### config.mk
export PLATFORM = sky130hd
export DESIGN_NAME = commit_tracker
export DESIGN_NICKNAME = d
export VERILOG_FILES = /design/src/rtl/commit_pkg.sv /design/src/rtl/shadow_regfile.sv /design/src/rtl/commit_tracker.sv
export SDC_FILE = /design/constraint.sdc
export NUM_CORES = 2
export LEC_CHECK = 0
export CAP_MARGIN = 20
export CORE_MARGIN = 1
export CORE_UTILIZATION = 60
export DETAILED_ROUTE_END_ITERATION = 7
export GPL_TIMING_DRIVEN = 1
export PLACE_DENSITY = 0.87
export SLEW_MARGIN = 15
export SYNTH_ARGS = -nofsm -noshare
export SYNTH_HDL_FRONTEND = slang
export SYNTH_SLANG_ARGS = --single-unit
### constraint.sdc
create_clock -name clk -period 8.6 [get_ports clk]
set_input_delay 1.72 -clock clk [delete_from_list [all_inputs] [get_ports clk]]
set_output_delay 1.72 -clock clk [all_outputs]
set_load 0.005 [all_outputs]
### src/rtl/commit_pkg.sv
// Shared types and constants for the commit tracker: FSM states, control-flow
// opcodes that permit a non-sequential next PC, and the default reset PC.
package commit_pkg;

  typedef enum logic [1:0] {IDLE, RUN, DONE, TIMEOUT} state_e;

  localparam logic [6:0]  OP_BRANCH    = 7'b1100011;
  localparam logic [6:0]  OP_JAL       = 7'b1101111;
  localparam logic [6:0]  OP_JALR      = 7'b1100111;
  localparam logic [31:0] DEF_RESET_PC = 32'h0040_0000;

  function automatic logic is_redirect(input logic [31:0] inst);
    return (inst[6:0] == OP_BRANCH) || (inst[6:0] == OP_JAL) || (inst[6:0] == OP_JALR);
  endfunction

endpackage

### src/rtl/shadow_regfile.sv
// 32x32 shadow register file: one write port, one combinational read port,
// x0 hardwired to zero, all entries cleared on synchronous reset.
module shadow_regfile (
  input  logic        clk,
  input  logic        rst,
  input  logic        i_we,
  input  logic [4:0]  i_wa,
  input  logic [31:0] i_wd,
  input  logic [4:0]  i_ra,
  output logic [31:0] o_rd
);

  logic [31:0] r_mem [32];

  always_ff @(posedge clk) begin
    if (rst) begin
      for (int i = 0; i < 32; i++) r_mem[i] <= '0;
    end else if (i_we && (i_wa != 5'd0)) begin
      r_mem[i_wa] <= i_wd;
    end
  end

  assign o_rd = (i_ra == 5'd0) ? 32'd0 : r_mem[i_ra];

endmodule

### src/rtl/commit_tracker.sv
// Commit-interface monitor: shadow regfile, commit/cycle counters, PC flow
// checking, and halt/watchdog termination with sticky error flags.
module commit_tracker
  import commit_pkg::*;
#(
  parameter logic [31:0] RESET_PC       = DEF_RESET_PC,
  parameter int          TIMEOUT_CYCLES = 1024
) (
  input  logic        clk,
  input  logic        rst,
  input  logic        global_en,
  input  logic        commit,
  input  logic [31:0] commit_pc,
  input  logic [31:0] commit_inst,
  input  logic        commit_halt,
  input  logic        commit_reg_we,
  input  logic [4:0]  commit_reg_wa,
  input  logic [31:0] commit_reg_wd,
  input  logic [4:0]  shadow_ra,
  output logic [31:0] shadow_rd,
  output logic [31:0] commit_count,
  output logic [31:0] cycle_count,
  output logic [31:0] last_pc,
  output logic        done,
  output logic        timeout,
  output logic        pc_error,
  output logic        proto_error
);

  localparam int WD_W = $clog2(TIMEOUT_CYCLES + 1);
  localparam logic [WD_W-1:0] WD_MAX = WD_W'(TIMEOUT_CYCLES);
  localparam logic [WD_W-1:0] WD_LAST = WD_W'(TIMEOUT_CYCLES - 1);

  state_e            r_state, w_state_nxt;
  logic [31:0]       r_commit_cnt, r_cycle_cnt, r_last_pc;
  logic [WD_W-1:0]   r_wd;
  logic              r_prev_redir, r_pc_err, r_proto_err;
  logic              w_active, w_acc, w_expire, w_pc_bad;

  assign w_active = (r_state == IDLE) || (r_state == RUN);
  assign w_acc    = global_en && commit && w_active;
  // Expiry only when this edge would bring the watchdog to its limit and no
  // commit arrives to clear it.
  assign w_expire = global_en && w_active && !commit && (r_wd >= WD_LAST);
  assign w_pc_bad = (r_state == IDLE) ? (commit_pc != RESET_PC)
                                      : (!r_prev_redir && (commit_pc != r_last_pc + 32'd4));

  always_ff @(posedge clk) begin
    if (rst) r_state <= IDLE;
    else     r_state <= w_state_nxt;
  end

  always_comb begin
    w_state_nxt = r_state;
    case (r_state)
      IDLE, RUN: begin
        if (w_acc)         w_state_nxt = commit_halt ? DONE : RUN;
        else if (w_expire) w_state_nxt = TIMEOUT;
      end
      default: w_state_nxt = r_state;
    endcase
  end

  always_ff @(posedge clk) begin
    if (rst) begin
      r_commit_cnt <= '0;
      r_cycle_cnt  <= '0;
      r_last_pc    <= '0;
      r_wd         <= '0;
      r_prev_redir <= 1'b0;
      r_pc_err     <= 1'b0;
      r_proto_err  <= 1'b0;
    end else if (global_en) begin
      if (w_active) begin
        r_cycle_cnt <= r_cycle_cnt + 32'd1;
        if (w_acc)               r_wd <= '0;
        else if (r_wd != WD_MAX) r_wd <= r_wd + 1'b1;
      end
      if (w_acc) begin
        r_commit_cnt <= r_commit_cnt + 32'd1;
        r_last_pc    <= commit_pc;
        r_prev_redir <= is_redirect(commit_inst);
        if (w_pc_bad) r_pc_err <= 1'b1;
      end
      if (commit && !w_active) r_proto_err <= 1'b1;
    end
  end

  shadow_regfile u_rf (
    .clk  (clk),
    .rst  (rst),
    .i_we (w_acc && commit_reg_we),
    .i_wa (commit_reg_wa),
    .i_wd (commit_reg_wd),
    .i_ra (shadow_ra),
    .o_rd (shadow_rd)
  );

  assign commit_count = r_commit_cnt;
  assign cycle_count  = r_cycle_cnt;
  assign last_pc      = r_last_pc;
  assign done         = (r_state == DONE);
  assign timeout      = (r_state == TIMEOUT);
  assign pc_error     = r_pc_err;
  assign proto_error  = r_proto_err;

endmodule

==> results.toml <==
[placement]
gpl.final_weighted_congestion = 0.851
dp.cells = 4624
sum_of_net_half_perimeters_after_detailed_placement_mm = 76.8
placement.setup.worst_slack_ns = 1.64
buffer_ports.inserted = 218

[cts]
cts_made_buffers = 111
worstSkewPairLatency_ns = 0.70
cts_hold_buf = 0
htree_num_levels = 3
cts_buffer_depth = 3
cts-root-buf = "clkbuf_16"
clock_sink_count = 1136
cts_post_setup_buffers_inserted = 0
postCtsResizedCells = 0
cts_tree = "yes"
clk_pin_slew_worst_paths_ns = 0.06

[worst_setup_path]
r2r-start = "r_state[1]"
worst_path_largest_cell_delay_ns = 0.66
critical_path.max_fanout = 75
reg2reg_to = "u_rf.r_mem[7][1]"
critical-path-top-cell-by-count = "mux4_2"
worst_r2r_path_depth = 8
worstPathCellList = "buf_8 -> buf_12 -> buf_4 -> mux4_2 -> mux4_2 -> mux2i_1 -> nor2_1 -> clkdlybuf4s50_1"
cp_data_required_time_ns = 6.88
reg2reg_setup_slack_ns = 4.21
timing_worst_setup_path_type = "primary input to output port"
category_of_the_worst_setup_path_capture_point = "output port"
timing.critical_path.arrival_ns = 5.24
category_of_the_worst_setup_path_launch_point = "primary input"
slowest_stage = "buf_8"

[final_layout]
final-instance-count-excl-fill = 4853
final_common_cell = "edfxtp_1"
fin_nets = 3726
synthToLayoutAreaGrowth_pct = 14.5
drive_above_1_share_pct = 17.4
mostFrequentLayoutCells = "edfxtp_1 (1024), and2_1 (997), mux4_2 (320)"

[timing]
rsz_0062_raised_after_global_routing = "false"
relSlewSlack_pct = 21.9
max_clk_rate_ghz = 0.144
finalSetupTns_ns = 0
fraction_of_the_cycle_the_final_worst_path_needs_pct = 80.9
hold_viol = 0
timing.final.setup_violations = 0
final_max_slew_viol_count = 0
layout_setup_ws_ns = 1.64
skew_ns = 0.0376
max_slew.worst_pin.slew_ns = 1.17
final_period_minus_worst_setup_slack_ns = 6.96

[run_status]
status = "finished clean"

[hold_path]
min_from = "r_prev_redir"
timing.hold.worst_endpoint = "pc_error"
hold_path_class = "register to register"
hold-path-cell-count = 1

[die]
ios = 244
die_w_um = 296
initial_utilization_pct = 60.7
row_count = 107
die_y_um = 296
design.die.area_sq_mm = 0.0876
placeable_core_region_sq_mm = 0.0854

[global_routing]
antenna_found_initial = 11
gr-usage-all-layers_pct = 31.4
grt_start_max_net_pins = 101
grt_pass1_wl_mm = 199
grt_pass1_vias = 31700
globalRoute.totalOverflow = 0

[drt]
drt.antenna.violating_nets = 0
via_per_inst = 6.37
routed-via-count = 30900
routed_wl_mm = 136
drt_drc_violations_left = 0
wl_per_cell_um = 28.1
drtPass1Iterations = 5
detail_route.iter0.violations = 4225

[logic_synthesis]
cell_area_synth_sq_mm = 0.0519
synth_edf_count = 1024
syn-mean-instance-area_sq_um = 14.9
synth_largest_type_area_fraction_pct = 59.3
synth_sequential_area_ratio_pct = 63.6
asyncSetResetFlopFracSynth_pct = 0
synth_flop_cell = "edfxtp_1"
synth_cells = 3486
synth.lib_cells_used.distinct = 58
yosys-top-cells-area = "edfxtp_1 (59%), mux4_2 (14%), and2_1 (12%), dfxtp_1 (4.3%), clkbuf_1 (1.9%)"
synth_top_cell_by_area = "edfxtp_1"
synth.yosys.warnings = 0
register_bit_count_reported_by_yosys = 1136

[power]
leakagePower_nw = 21.3
power.density_cell_area_mw_per_mm2 = 204
vdd_ir_drop_max_uv = 188

[run]
drv.max_cap_violation_count = 0
## layer usage
metal	vias to the layer above	part of all wire, %	wire (um)	track usage [%]
met5	-	0.090	123	0
met1	15600	35	47900	40.1
met3	321	12	15900	8.09
li1	12900	-	-	-
met4	18	3.9	5260	13.1
met2	2043	49	67100	51.5
## stage by stage
step	instance area, sq um	total power [mW]	util [%]	hold WS (ns)
2_1_floorplan	52000	6.85	-	0.422
3_3_place_gp	55400	7.20	64.8	0.431
3_5_place_dp	55400	7.23	64.8	0.445
4_1_cts	59100	12.1	69.2	0.453
5_1_grt	59400	12.4	69.5	0.479
6_report	59400	12.1	69.5	0.456
## cell usage after synthesis, types with 2 or more instances
master	number
edfxtp_1	1024
and2_1	997
mux4_2	320
clkbuf_1	256
nor2_1	151
nand2_1	125
dfxtp_1	112
xor2_1	60
a21oi_1	55
o21ai_0	49
mux2i_1	41
xnor2_1	38
nand3_1	31
buf_1	28
and3_1	22
buf_2	20
nand4_1	19
or3_1	18
inv_1	13
and4_1	11
nor4_1	11
nor3_1	10
nor4b_1	6
ha_1	5
nand3b_1	5
a211oi_1	4
buf_4	4
nand2b_1	4
or2_2	4
nor2b_1	3
nor3b_1	3
or4_1	3
a31oi_1	2
and4b_1	2
mux2_2	2
nand3_2	2
nand4_2	2
nand4b_1	2
o2111ai_1	2
o31ai_1	2
## worst max-delay path, delay by kind of cell
family                 cells  cell delay, ns
and+or+nand+nor            1            0.09
buffers and inverters      4            1.97
muxes                      3            1.35
## power by group
group | internal, mW | switching [mW] | total (mW)
clock | 2.79 | 2.14 | 4.94
sequential | 6.18 | 0.0694 | 6.24
combinational | 0.382 | 0.535 | 0.917
total | 9.35 | 2.75 | 12.1
## cell type report
class | instances | area, sq um
flip-flops and latches | 1136 | 33000
fillers | 5185 | 26000
multi-input cells | 2059 | 18300
clock buffers | 141 | 3010
repair buffers | 288 | 2930
well taps | 1144 | 1430
clock inverters | 69 | 701
inverters | 13 | 48.8
diodes | 3 | 7.51
## registers in the layout, indices dropped and copies added (netlist names)
register and count:
u_rf.r_mem 1024, commit_count 32, cycle_count 32, last_pc 32
r_wd 11, r_state 2, pc_error 1, proto_error 1
r_prev_redir 1
## worst max path at each step
stage | cells after the start | startpoint | slack [ns] | end
floorplan | 8 | global_en | 2.98 | u_rf.r_mem[26][0]
global route | 8 | shadow_ra[0] | 1.42 | shadow_rd[2]
finish | 8 | shadow_ra[0] | 1.64 | shadow_rd[20]
global placement | 7 | shadow_ra[0] | 1.71 | shadow_rd[29]
CTS | 8 | shadow_ra[0] | 1.63 | shadow_rd[2]
detailed placement | 8 | shadow_ra[0] | 1.64 | shadow_rd[2]
## kinds of logic (layout without fill, tap and decap cells)
| kind of cell | after synthesis | in the layout | synth area share (%) |
|---|---|---|---|
| and+or+nand+nor | 1437 | 1437 | 16.1 |
| DFF | 1136 | 1136 | 63.6 |
| muxes | 363 | 363 | 14.7 |
| buffers and inverters | 322 | 511 | 2.42 |
| AOI/OAI and AO/OA | 124 | 124 | 1.31 |
| xor gates and xnor gates | 98 | 98 | 1.66 |
| adders and majority gates | 5 | 5 | 0.121 |
| other | 1 | 35 | 0.00723 |
No activity file was read; power rests on OpenSTA's default activity.
